--- src/rtl/player_pkg.sv ---
// Shared definitions for the music player front end: button bit indices,
// the default auto-repeat mask and the per-button conditioner state encoding.
package player_pkg;

  localparam int BTN_PLAY_PAUSE = 0;
  localparam int BTN_PASS_10S   = 1;
  localparam int BTN_BACK_10S   = 2;
  localparam int BTN_PASS_30S   = 3;
  localparam int BTN_BACK_30S   = 4;
  localparam int BTN_NEXT_SONG  = 5;
  localparam int BTN_PREV_SONG  = 6;
  localparam int BTN_VOL_UP     = 7;
  localparam int BTN_VOL_DOWN   = 8;
  localparam int BTN_MUTE       = 9;
  localparam int BTN_SPARE      = 10;

  localparam int N_BTN_DEFAULT = 11;

  // Only the volume buttons auto-repeat while held.
  localparam logic [N_BTN_DEFAULT-1:0] BTN_REPEAT_DEFAULT =
    (N_BTN_DEFAULT'(1) << BTN_VOL_UP) | (N_BTN_DEFAULT'(1) << BTN_VOL_DOWN);

  typedef enum logic [1:0] {
    ST_IDLE   = 2'd0,
    ST_HELD   = 2'd1,
    ST_REPEAT = 2'd2
  } btn_state_e;

  function automatic int max2(input int a, input int b);
    return (a > b) ? a : b;
  endfunction

endpackage

--- src/rtl/button_channel.sv ---
// One button lane: 2-flop synchronizer, stable-count debouncer and a
// press/hold-to-repeat FSM producing single-cycle strobes.
module button_channel
  import player_pkg::*;
#(
  parameter bit REPEAT_EN       = 1'b0,
  parameter int DEBOUNCE_CYCLES = 50000,
  parameter int REPEAT_DELAY    = 25000000,
  parameter int REPEAT_PERIOD   = 5000000
) (
  input  logic clk,
  input  logic rst_n,
  input  logic btn_raw,
  output logic btn_level,
  output logic btn_pulse,
  output logic pulse_next
);

  localparam int CNT_W = $clog2(DEBOUNCE_CYCLES);
  localparam logic [CNT_W-1:0] CNT_LAST = CNT_W'(DEBOUNCE_CYCLES - 1);

  logic             s1_q, s1_d;
  logic             s2_q, s2_d;
  logic             level_q, level_d;
  logic             pulse_q, pulse_d;
  logic [CNT_W-1:0] cnt_q, cnt_d;
  btn_state_e       state_q, state_d;
  logic             level_rise, level_fall;
  logic             delay_term, period_term;

  always_comb begin
    s1_d    = btn_raw;
    s2_d    = s1_q;
    cnt_d   = cnt_q;
    level_d = level_q;
    if (s2_q == level_q) begin
      cnt_d = '0;
    end else if (cnt_q == CNT_LAST) begin
      level_d = s2_q;
      cnt_d   = '0;
    end else begin
      cnt_d = cnt_q + CNT_W'(1);
    end
    level_rise = level_d & ~level_q;
    level_fall = ~level_d & level_q;
  end

  // The FSM looks at level_d so the press strobe lands in the same cycle
  // the debounced level first reads high.
  always_comb begin
    state_d = state_q;
    pulse_d = 1'b0;
    case (state_q)
      ST_IDLE: begin
        if (level_rise) begin
          state_d = ST_HELD;
          pulse_d = 1'b1;
        end
      end
      ST_HELD: begin
        if (level_fall) begin
          state_d = ST_IDLE;
        end else if (REPEAT_EN && delay_term) begin
          state_d = ST_REPEAT;
          pulse_d = 1'b1;
        end
      end
      ST_REPEAT: begin
        if (level_fall) begin
          state_d = ST_IDLE;
        end else if (period_term) begin
          pulse_d = 1'b1;
        end
      end
      default: state_d = ST_IDLE;
    endcase
  end

  generate
    if (REPEAT_EN) begin : g_repeat
      localparam int RCNT_W = $clog2(max2(REPEAT_DELAY, REPEAT_PERIOD));

      logic [RCNT_W-1:0] rcnt_q, rcnt_d;

      // Any strobe restarts the interval; IDLE keeps the counter parked at 0.
      always_comb begin
        if (state_q == ST_IDLE || pulse_d) begin
          rcnt_d = '0;
        end else begin
          rcnt_d = rcnt_q + RCNT_W'(1);
        end
      end

      always_ff @(posedge clk or negedge rst_n) begin
        if (!rst_n) begin
          rcnt_q <= '0;
        end else begin
          rcnt_q <= rcnt_d;
        end
      end

      assign delay_term  = (rcnt_q == RCNT_W'(REPEAT_DELAY - 1));
      assign period_term = (rcnt_q == RCNT_W'(REPEAT_PERIOD - 1));
    end else begin : g_no_repeat
      assign delay_term  = 1'b0;
      assign period_term = 1'b0;
    end
  endgenerate

  always_ff @(posedge clk or negedge rst_n) begin
    if (!rst_n) begin
      s1_q    <= 1'b0;
      s2_q    <= 1'b0;
      cnt_q   <= '0;
      level_q <= 1'b0;
      pulse_q <= 1'b0;
      state_q <= ST_IDLE;
    end else begin
      s1_q    <= s1_d;
      s2_q    <= s2_d;
      cnt_q   <= cnt_d;
      level_q <= level_d;
      pulse_q <= pulse_d;
      state_q <= state_d;
    end
  end

  assign btn_level  = level_q;
  assign btn_pulse  = pulse_q;
  assign pulse_next = pulse_d;

endmodule

--- src/rtl/button_conditioner.sv ---
// Push-button front end for the Player: an independent conditioning lane per
// button plus a registered any-button strobe aligned with btn_pulse.
module button_conditioner
  import player_pkg::*;
#(
  parameter int               N_BTN           = 11,
  parameter int               DEBOUNCE_CYCLES = 50000,
  parameter int               REPEAT_DELAY    = 25000000,
  parameter int               REPEAT_PERIOD   = 5000000,
  parameter logic [N_BTN-1:0] REPEAT_MASK     = N_BTN'(BTN_REPEAT_DEFAULT)
) (
  input  logic             clk,
  input  logic             rst_n,
  input  logic [N_BTN-1:0] btn_raw,
  output logic [N_BTN-1:0] btn_level,
  output logic [N_BTN-1:0] btn_pulse,
  output logic             any_pulse
);

  logic [N_BTN-1:0] pulse_next;
  logic             any_pulse_q, any_pulse_d;

  generate
    for (genvar i = 0; i < N_BTN; i++) begin : g_ch
      button_channel #(
        .REPEAT_EN       (REPEAT_MASK[i]),
        .DEBOUNCE_CYCLES (DEBOUNCE_CYCLES),
        .REPEAT_DELAY    (REPEAT_DELAY),
        .REPEAT_PERIOD   (REPEAT_PERIOD)
      ) u_ch (
        .clk        (clk),
        .rst_n      (rst_n),
        .btn_raw    (btn_raw[i]),
        .btn_level  (btn_level[i]),
        .btn_pulse  (btn_pulse[i]),
        .pulse_next (pulse_next[i])
      );
    end
  endgenerate

  // OR the lanes' next-pulse terms so any_pulse registers alongside btn_pulse.
  always_comb begin
    any_pulse_d = |pulse_next;
  end

  always_ff @(posedge clk or negedge rst_n) begin
    if (!rst_n) begin
      any_pulse_q <= 1'b0;
    end else begin
      any_pulse_q <= any_pulse_d;
    end
  end

  assign any_pulse = any_pulse_q;

endmodule

--- config.mk ---
export PLATFORM = sky130hd
export DESIGN_NAME = button_conditioner
export DESIGN_NICKNAME = d
export VERILOG_FILES = /design/src/rtl/player_pkg.sv /design/src/rtl/button_channel.sv /design/src/rtl/button_conditioner.sv
export SDC_FILE = /design/constraint.sdc
export NUM_CORES = 1
export LEC_CHECK = 0
export BUFFER_PORTS_ARGS = -buffer_cell sky130_fd_sc_hd__buf_2
export CAP_MARGIN = 10
export CORE_MARGIN = 2
export CORE_UTILIZATION = 50
export DETAILED_ROUTE_END_ITERATION = 10
export GPL_TIMING_DRIVEN = 0
export PLACE_DENSITY = 0.63
export SLEW_MARGIN = 10
export SYNTH_ARGS = -nofsm -noshare
export SYNTH_HDL_FRONTEND = slang
export SYNTH_HIERARCHICAL = 1
export SYNTH_SLANG_ARGS = --single-unit
--- constraint.sdc ---
create_clock -name clk -period 2.55 [get_ports clk]
set_input_delay 0.51 -clock clk [delete_from_list [all_inputs] [get_ports clk]]
set_output_delay 0.51 -clock clk [all_outputs]
set_load 0.01 [all_outputs]
==> results.py, run 1 <==
metrics = {
    "sta": {
        "finalCritPeriodShare": 0.913,
        "drv_slew": 0,
        "fmax_mhz": 429,
        "setup_viol": 0,
        "fin_skew_ns": 0.0128,
        "fin_crit_ns": 2.33,
        "tightest_slew_ns": 0.721,
        "slew_headroom": 0.517,
        "whs_ns": 0.0659,
        "rsz0062_at_grt": "no",
        "final-hold-violation-count": 0,
    },
    "yosys": {
        "yosys.area.top_type_share": 0.522,
        "synthFlopType": "dfrtp_1",
        "synth_area_leaders": "dfrtp_1 52%, xnor2_1 9.8%, nor2_1 7.0%",
        "synth_compound_area_frac": 0.0277,
        "syn_avg_cell_area_um2": 10.5,
        "ys_seq_area_frac": 0.522,
        "synth_top_family_by_area": "simple AND/OR/NAND/NOR gates",
        "synthMuxAreaShare": 0.00662,
        "syn_inst": 1301,
        "netlist-cell-type-count": 46,
        "syn_area_um2": 13600,
        "ys_seq_elements": 284,
        "yosys.area_share.simple": 0.272,
        "synth_edf_count": 0,
        "yosysWarnings": 6,
        "syn-num-nets": 1327,
        "synthAdderAreaFrac": 0.0119,
        "synth_xor_area_frac": 0.132,
        "yosysMostFrequentCell": "dfrtp_1",
        "yosysTopAreaCell": "dfrtp_1",
        "synth_top_cells_by_count": "284 x dfrtp_1, 254 x nor2_1, 152 x xnor2_1",
        "synthArstFlopShare": 1.00,
    },
    "routing": {
        "firstDrtPassIters": 4,
        "drt_wl_total_um": 24600,
        "route.detailed.drc": 0,
        "wl_per_cell_um": 14.2,
        "ant_nets": 0,
        "num_vias": 9352,
        "drt_iter0_drc": 425,
        "drt-vias-per-instance": 5.39,
    },
    "clocking": {
        "cts_root_buf": "clkbuf_16",
        "path_clk_slew_ns": 0.06,
        "clk-insertion-delay-late_ns": 0.55,
        "cts_max_path_buffers": 3,
        "cts_tree": "yes",
        "cts_max_level": 1,
        "cts_sinks": 284,
        "cts_buffers": 31,
        "cts_setup_buffers": 0,
    },
    "floorplanning": {
        "start_util": 0.507,
        "rows": 60,
        "die_w_um": 169,
        "dieArea_um2": 28600,
        "core_um2": 26900,
        "die-height_um": 169,
        "ioPinCount": 36,
    },
    "global_route": {
        "antenna_found_initial": 1,
        "track_usage": 0.178,
        "grt_max_degree": 101,
        "grt_overflow": 0,
        "grt_pass1_wl_um": 43200,
        "grt_pass1_vias": 9040,
    },
    "layout": {
        "multi_input_area_um2": 6140,
        "seqCellArea_um2": 7110,
        "antenna_cells": 0,
        "drive_above_1_share": 0.118,
        "final_cell_area_um2": 15400,
        "n_fill_cell": 2298,
        "area_growth_pct": 13.4,
        "fin_nets": 1399,
        "fin_cells": 1736,
        "utilization": 0.575,
    },
    "place": {
        "io_buffers": 35,
        "placed_area_um2": 14300,
        "place.gp.congestion": 0.769,
        "place_inst": 1680,
        "dp_hpwl_um": 16400,
    },
    "setup_path": {
        "worstPathArrival_ns": 2.80,
        "critPathMaxFanout": 7,
        "cp-end-kind": "flop",
        "crit_slowest_cell": "o21ai_1",
        "startpoint_type": "flop",
        "max_stage_delay_ns": 0.44,
        "worstSetupPathType": "flop to flop",
        "required_ns": 3.03,
        "path_cells": "ha_1, bufbuf_16, nand2_1, and4b_2, a21boi_0, a31oi_1, o21ai_1, nor4_1, nand3_1",
    },
    "power": {
        "ir_drop_mv": 0.660,
        "p_leak_uw": 0.00631,
        "power_density_nw_per_um2": 625,
    },
    "worst_hold_path": {
        "hold_path.class": "input port to flop",
    },
    "run": {
        "max_cap_viol_count": 0,
    },
    "outcome": {
        "status": "completed",
    },
}
what timing repair did:
action,in CTS,in global routing
endpoints found under the hold margin,48,0
hold buffers,1,0
gates cloned,0,0
setup endpoints to repair,1,1
resized for setup,1,3
metrics by stage:
stage,TNS (ns),worst slack (ns),total power [uW]
after global routing,0,0.0348,10000
after global placement,-1220.27,-4.32,4950
after floorplan,0,0.557,4810
final,0,0.222,9660
after CTS,0,0.0613,9820
after detailed placement,0,0.0389,4970
report_power, final:
part           total [uW]  switching [uW]  internal, uW
Combinational         259             170          88.9
Clock                4780            1760          3020
Sequential           4620            54.6          4570
path summary, 6_finish.rpt:
path | from | to | slack [ns] | depth (start not counted)
worst max-delay path | g_ch[8].u_ch/g_repeat.rcnt_q[0] | any_pulse | 0.22 | 9
worst min-delay path | btn_raw[1] | g_ch[1].u_ch/s1_q | 0.07 | 1
worst max register to register | g_ch[8].u_ch/g_repeat.rcnt_q[0] | any_pulse | 0.22 | 9
worst min register to register | g_ch[1].u_ch/s1_q | g_ch[1].u_ch/s2_q | 0.35 | 0
max in group asynchronous | rst_n | g_ch[0].u_ch/s2_q | 1.05 | 4
min in group asynchronous | rst_n | g_ch[9].u_ch/cnt_q[11] | 0.47 | 2
final cells by class:
type	count	area share
sequential	284	0.460
multi-input combinational	954	0.398
clock buffer	43	0.0577
tap	341	0.0276
timing repair buffer	39	0.0180
buffer	21	0.0148
clock inverter	12	0.0140
inverter	42	0.0102
state kept, by name (all words and copies together) (netlist names):
register                   count
g_ch.u_ch/g_repeat.rcnt_q     50
any_pulse                      1
g_ch.u_ch/btn_pulse           11
g_ch.u_ch/s1_q                11
g_ch.u_ch/state_q             13
g_ch.u_ch/btn_level           11
g_ch.u_ch/cnt_q              176
g_ch.u_ch/s2_q                11
worst max-delay path: cells and delay by family, from the launching register on:
kind,cells,cell delay (ns)
fa+ha+maj,1,0.18
buf+inv,1,0.25
flops,1,0.42
compound gates,3,0.79
simple gates,4,0.61
metal layers:
metal | vias to the layer above | GRT usage | share of wire
met4 | 0 | 0.0420 | 0.020
met2 | 106 | 0.283 | 0.44
li1 | 4657 | - | -
met1 | 4552 | 0.261 | 0.51
met3 | 37 | 0.0250 | 0.029
met5 | - | 0 | 0
cell families (layout without fill, tap and decap cells):
group                      Yosys count  after routing
and+or+nand+nor                    667            667
buffers and inverters               63            157
DFF                                284            284
muxes                                8              8
AOI/OAI and AO/OA                   61             61
adders and majority gates           13             13
xor gates and xnor gates           205            205
cell usage in the layout, fill, tap and decap left out, types with 9 or more instances in the layout:
cell,instances
nand2_1,58
buf_2,34
nand3_1,64
nor2_1,254
clkbuf_1,9
xnor2_1,152
or4b_1,16
nand4_1,48
and3_1,26
inv_1,42
xor2_1,53
nor3_1,59
ha_1,13
clkbuf_16,31
nor4b_2,10
dfrtp_1,284
buf_6,11
nor4_1,39
o21ai_0,19
and2_1,16
a21oi_1,26
No activity file was read; power rests on OpenSTA's default activity.
==> inputs of run 2 (changes only) <==
- ABC_AREA: not set -> 1
==> results.py, run 2 <==
metrics = {
    "setup_path": {
        "crit_end": "any_pulse",
        "rrSetupSlack_ns": 0.20,
        "timing.rr.end": "any_pulse",
        "crit_slowest_cell": "dfrtp_1",
        "path_delay_family": "simple AND/OR/NAND/NOR gates",
        "cp.depth": 11,
        "worstPathArrival_ns": 2.70,
        "cp-end-kind": "flop",
        "startpoint_type": "flop",
        "critPathMaxFanout": 4,
        "max_stage_delay_ns": 0.41,
        "required_ns": 2.91,
        "cp-startpoint": "g_ch[8].u_ch/g_repeat.rcnt_q[0]",
        "path_cells": "ha_1, nand3_1, nor3_1, nand3_1, nor2_1, nor2_2, nand2_1, nor2_1, nand2_1, nor2_1, nand2_1",
        "crit_buf_inv": 0,
        "r2r_cells": 11,
        "reg2reg_from": "g_ch[8].u_ch/g_repeat.rcnt_q[0]",
        "worstSetupPathType": "flop to flop",
    },
    "floorplanning": {
        "start_util": 0.509,
        "ioPinCount": 36,
        "dieArea_um2": 32600,
        "rows": 64,
        "core_um2": 30700,
        "die-height_um": 181,
        "die_w_um": 181,
    },
    "place": {
        "dp_slack_ns": 0.229,
        "place.gp.congestion": 0.869,
        "placed_area_um2": 16300,
        "io_buffers": 35,
        "dp_hpwl_um": 22100,
    },
    "sta": {
        "whs_ns": -0.00529,
        "fin_skew_ns": 0.0130,
        "tightest_slew_ns": 0.707,
        "setup_ws_ns": 0.203,
        "final-hold-violation-count": 4,
        "rsz0062_at_grt": "no",
        "fmax_mhz": 426,
        "finalCritPeriodShare": 0.921,
        "finalSetupTns_ns": 0,
        "slew_headroom": 0.529,
        "setup_viol": 0,
        "fin_crit_ns": 2.35,
        "drv_slew": 0,
    },
    "yosys": {
        "syn_area_um2": 15600,
        "yosysWarnings": 6,
        "ys_seq_elements": 284,
        "synth_area_leaders": "dfrtp_1 46%, nand2_1 12%, nor2_1 11%",
        "syn-num-nets": 2089,
        "yosys.area.top_type_share": 0.455,
        "yosysMostFrequentCell": "nand2_1",
        "netlist-cell-type-count": 34,
        "synthFlopType": "dfrtp_1",
        "ys_seq_area_frac": 0.455,
        "syn_avg_cell_area_um2": 7.56,
        "yosysTopAreaCell": "dfrtp_1",
        "synthArstFlopShare": 1.00,
        "synth_top_cells_by_count": "484 x nand2_1, 451 x nor2_1, 284 x dfrtp_1",
        "syn_inst": 2063,
        "synth_edf_count": 0,
    },
    "layout": {
        "antenna_cells": 0,
        "largest_registers": "g_ch.u_ch/cnt_q (176), g_ch.u_ch/g_repeat.rcnt_q (50), g_ch.u_ch/state_q (13)",
        "seqCellArea_um2": 7110,
        "fin_nets": 2163,
        "largest_register": "g_ch.u_ch/cnt_q",
        "multi_input_area_um2": 7390,
        "n_fill_cell": 2846,
        "largest_reg_flops": 176,
        "utilization": 0.573,
        "area_growth_pct": 12.6,
        "layout_common_cells": "484 x nand2_1, 451 x nor2_1, 284 x dfrtp_1, 253 x inv_1, 106 x nand3_1",
        "drive_above_1_share": 0.138,
        "final_common_cell": "nand2_1",
        "final_cell_area_um2": 17600,
    },
    "power": {
        "p_leak_uw": 0.00768,
        "ir_drop_mv": 0.471,
        "power_density_nw_per_um2": 572,
    },
    "clocking": {
        "path_clk_slew_ns": 0.06,
        "cts_sinks": 284,
        "postCtsHoldBufs": 0,
        "cts_max_level": 2,
        "cts_setup_buffers": 0,
        "cts_tree": "yes",
        "clk-insertion-delay-late_ns": 0.50,
        "cts_max_path_buffers": 3,
        "ctsResizeCount": 0,
        "cts_root_buf": "clkbuf_16",
        "cts_buffers": 35,
    },
    "global_route": {
        "grt_max_degree": 105,
        "track_usage": 0.191,
        "grt_overflow": 0,
        "antenna_found_initial": 0,
        "grt_pass1_wl_um": 53900,
        "grt_pass1_vias": 11889,
    },
    "routing": {
        "num_vias": 12329,
        "drt_wl_total_um": 30200,
        "drt-vias-per-instance": 4.82,
        "ant_nets": 0,
        "route.detailed.drc": 0,
        "drt_iter0_drc": 586,
        "wl_per_cell_um": 11.8,
        "firstDrtPassIters": 5,
    },
    "worst_hold_path": {
        "hold_path.class": "input port to asynchronous set/reset pin",
    },
    "outcome": {
        "violations": "hold timing",
        "status": "complete, but fails checks",
    },
    "run": {
        "max_cap_viol_count": 0,
    },
}
run 2: cell count changes after synthesis, moves of 27 or more:
cell,before,now
inv_1,42,253
inv_2,0,27
nand2_1,58,484
nand3_1,64,106
nand4_1,48,19
nor2_1,254,451
nor2_2,0,71
nor2_4,0,38
nor4_1,39,0
xnor2_1,152,10
run 2: area by class of cell:
cell class,instances,share of cell area
buffer,4,0.00257
timing repair buffer,37,0.0137
tap,396,0.0282
inverter,282,0.0603
clock buffer,45,0.0573
clock inverter,15,0.0123
multi-input combinational,1493,0.421
sequential,284,0.405
run 2: report_power, final:
part,switching (uW),total [uW],internal [uW],leakage [uW]
Combinational,212,284,72.0,0.00320
Sequential,39.1,4610,4570,0.00389
Clock,1870,5160,3290,0.000587
run 2: per-stage QoR:
step	power, uW	instances
finish	10000	2556
global route	10500	2556
CTS	10200	2556
detailed placement	4980	2496
global placement	4970	2494
floorplan	4820	2063
run 2: worst min-delay path by stage:
stage,to
2_1_floorplan,any_pulse
3_3_place_gp,g_ch[2].u_ch/s2_q
4_1_cts,g_ch[3].u_ch/cnt_q[9]
6_report,g_ch[3].u_ch/cnt_q[9]
5_1_grt,g_ch[3].u_ch/cnt_q[9]
3_5_place_dp,g_ch[3].u_ch/s2_q
run 2: cells by family after synthesis:
group | Yosys count | share of synthesized area
adders and majority gates | 13 | 0.0104
and+or+nand+nor | 1299 | 0.380
DFF | 284 | 0.455
xor gates and xnor gates | 82 | 0.0460
buffers and inverters | 286 | 0.0707
AOI/OAI and AO/OA | 99 | 0.0376
run 2: per-layer routing:
metal / global-route usage / wire [um] / up-vias / share of wire
met3: 0.0297 / 1040 / 44 / 0.035
met4: 0.0455 / 544 / 0 / 0.018
li1: - / - / 6502 / -
met5: 0 / 0 / - / 0
met1: 0.262 / 14600 / 5624 / 0.48
met2: 0.319 / 14000 / 159 / 0.46
==> inputs of run 3 (changes only) <==
- SYNTH_HIERARCHICAL: 1 -> not set
==> results.py, run 3 <==
metrics = {
    "setup_path": {
        "worstPathArrival_ns": 2.52,
        "crit_buf_inv": 2,
        "path_delay_family": "simple AND/OR/NAND/NOR gates",
        "r2r_cells": 9,
        "worstSetupPathType": "flop to flop",
        "crit_slowest_cell": "dfrtp_1",
        "max_stage_delay_ns": 0.39,
        "required_ns": 2.98,
        "cp-end-kind": "flop",
        "cp.depth": 9,
        "startpoint_type": "flop",
        "critPathMaxFanout": 7,
        "path_cells": "ha_1, nand3_1, nor2_1, nand2_1, inv_1, nor2_1, inv_1, a31oi_1, o21a_1",
    },
    "layout": {
        "utilization": 0.572,
        "n_fill_cell": 2643,
        "area_growth_pct": 13.2,
        "largest_register": "g_ch.u_ch.cnt_q",
        "final_common_cell": "nor2_1",
        "seqCellArea_um2": 7110,
        "drive_above_1_share": 0.104,
        "largest_reg_flops": 176,
        "antenna_cells": 0,
        "fin_nets": 1881,
        "layout_common_cells": "334 x nor2_1, 284 x dfrtp_1, 272 x nand2_1, 249 x inv_1, 109 x nand3_1",
        "multi_input_area_um2": 6140,
        "largest_registers": "g_ch.u_ch.cnt_q (176), g_ch.u_ch.g_repeat.rcnt_q (50), g_ch.u_ch.state_q (13)",
    },
    "place": {
        "place.gp.congestion": 0.874,
        "dp_hpwl_um": 19700,
        "io_buffers": 35,
    },
    "floorplanning": {
        "rows": 62,
        "core_um2": 28500,
        "ioPinCount": 36,
        "die_w_um": 174,
        "start_util": 0.505,
        "die-height_um": 174,
        "dieArea_um2": 30200,
    },
    "yosys": {
        "synth_top_cells_by_count": "334 x nor2_1, 284 x dfrtp_1, 272 x nand2_1",
        "yosys.area.top_type_share": 0.492,
        "synth_area_leaders": "dfrtp_1 49%, nor2_1 8.7%, nand2_1 7.1%",
        "syn_inst": 1780,
        "yosysMostFrequentCell": "nor2_1",
        "syn_area_um2": 14400,
        "netlist-cell-type-count": 38,
        "syn-num-nets": 1806,
        "ys_seq_elements": 284,
        "syn_avg_cell_area_um2": 8.11,
        "synthFlopType": "dfrtp_1",
        "yosysWarnings": 0,
        "synthArstFlopShare": 1.00,
        "synth_edf_count": 0,
        "ys_seq_area_frac": 0.492,
        "yosysTopAreaCell": "dfrtp_1",
    },
    "global_route": {
        "met3_usage": 0.0285,
        "use_met2": 0.308,
        "busiest_layer": "met2",
        "track_usage": 0.189,
        "grt_pass1_wl_um": 48900,
        "grtUsageMet1": 0.260,
        "grt_pass1_vias": 10798,
        "grt_max_degree": 89,
        "antenna_found_initial": 0,
        "grt_overflow": 0,
    },
    "sta": {
        "slew_headroom": 0.476,
        "setup_viol": 0,
        "final-hold-violation-count": 0,
        "finalSetupTns_ns": 0,
        "fin_crit_ns": 2.09,
        "drv_slew": 0,
        "whs_ns": 0.111,
        "tightest_slew_ns": 0.780,
        "rsz0062_at_grt": "no",
        "fin_skew_ns": 0.00885,
        "fmax_mhz": 479,
        "finalCritPeriodShare": 0.819,
    },
    "worst_hold_path": {
        "min_path_cells": 1,
        "hold_path.class": "input port to flop",
    },
    "clocking": {
        "cts_root_buf": "clkbuf_16",
        "cts_max_level": 2,
        "cts_max_path_buffers": 3,
        "cts_sinks": 284,
        "clk-insertion-delay-late_ns": 0.50,
        "ctsResizeCount": 0,
        "cts_setup_buffers": 0,
        "cts_buffers": 34,
        "cts_tree": "yes",
        "postCtsHoldBufs": 1,
        "path_clk_slew_ns": 0.06,
    },
    "routing": {
        "num_vias": 11372,
        "firstDrtPassIters": 5,
        "drt-vias-per-instance": 5.03,
        "drt_iter0_drc": 559,
        "ant_nets": 0,
        "wl_per_cell_um": 12.4,
        "drt_wl_total_um": 27900,
        "route.detailed.drc": 0,
    },
    "run": {
        "max_cap_viol_count": 0,
    },
    "outcome": {
        "status": "completed",
    },
    "power": {
        "ir_drop_mv": 0.469,
        "power_density_nw_per_um2": 600,
        "p_leak_uw": 0.00740,
    },
}
run 3: changes by cell type after synthesis, moves of 24 or more:
cell and delta:
nand2_1 -212, nor2_1 -117, nand4_1 +43, o21ai_0 +38, nor2_4 -36, nor2_2 -32, nor4_1 +29, nor3_1 +26
inv_2 -24
run 3: final timing paths:
kind | startpoint | endpoint | slack, ns
setup / recovery | g_ch[2].u_ch.cnt_q[0] | g_ch[2].u_ch.cnt_q[10] | 0.46
hold / removal | btn_raw[4] | g_ch[4].u_ch.s1_q | 0.11
setup reg to reg | g_ch[2].u_ch.cnt_q[0] | g_ch[2].u_ch.cnt_q[10] | 0.46
hold reg to reg | g_ch[7].u_ch.s1_q | g_ch[7].u_ch.s2_q | 0.34
max in group asynchronous | rst_n | g_ch[8].u_ch.cnt_q[10] | 0.91
min in group asynchronous | rst_n | g_ch[4].u_ch.cnt_q[14] | 0.54
run 3: final cells by class:
cell class / instances / share of cell area
Buffer: 29 / 0.0139
Clock buffer: 49 / 0.0631
Clock inverter: 9 / 0.00750
Inverter: 253 / 0.0582
Multi-Input combinational cell: 1214 / 0.376
Sequential cell: 284 / 0.435
Tap cell: 384 / 0.0294
Timing Repair Buffer: 39 / 0.0170
run 3: metrics by stage:
stage	power [uW]	cells	instance area [um2]	setup slack, ns
after detailed placement	4970	2202	15200	0.452
final	9800	2261	16300	0.462
after global placement	4940	2199	15100	-4.34
after floorplan	4810	1780	14400	0.914
after global routing	10200	2261	16300	0.271
after CTS	9960	2261	16300	0.428
run 3: kinds of logic (layout without fill, tap and decap cells):
kind of cell             Yosys count  count (layout)  share of synthesized area
AO/OA/AOI/OAI                    135             135                     0.0502
XOR/XNOR                          87              87                     0.0528
adder cells (fa/ha/maj)           15              15                     0.0127
buffers and inverters            282             379                     0.0817
flip-flops                       284             284                      0.493
AND/OR/NAND/NOR                  977             977                      0.310
run 3: per-layer routing:
layer	up-vias	share of wire
met1	5263	0.48
met3	61	0.034
met4	0	0.024
met5	-	0
li1	5868	-
met2	180	0.46
run 3: power breakdown:
| part | switching [uW] | total (uW) | internal, uW |
|---|---|---|---|
| Clock | 1820 | 4920 | 3100 |
| Sequential | 39.4 | 4610 | 4570 |
| Combinational | 189 | 268 | 78.9 |
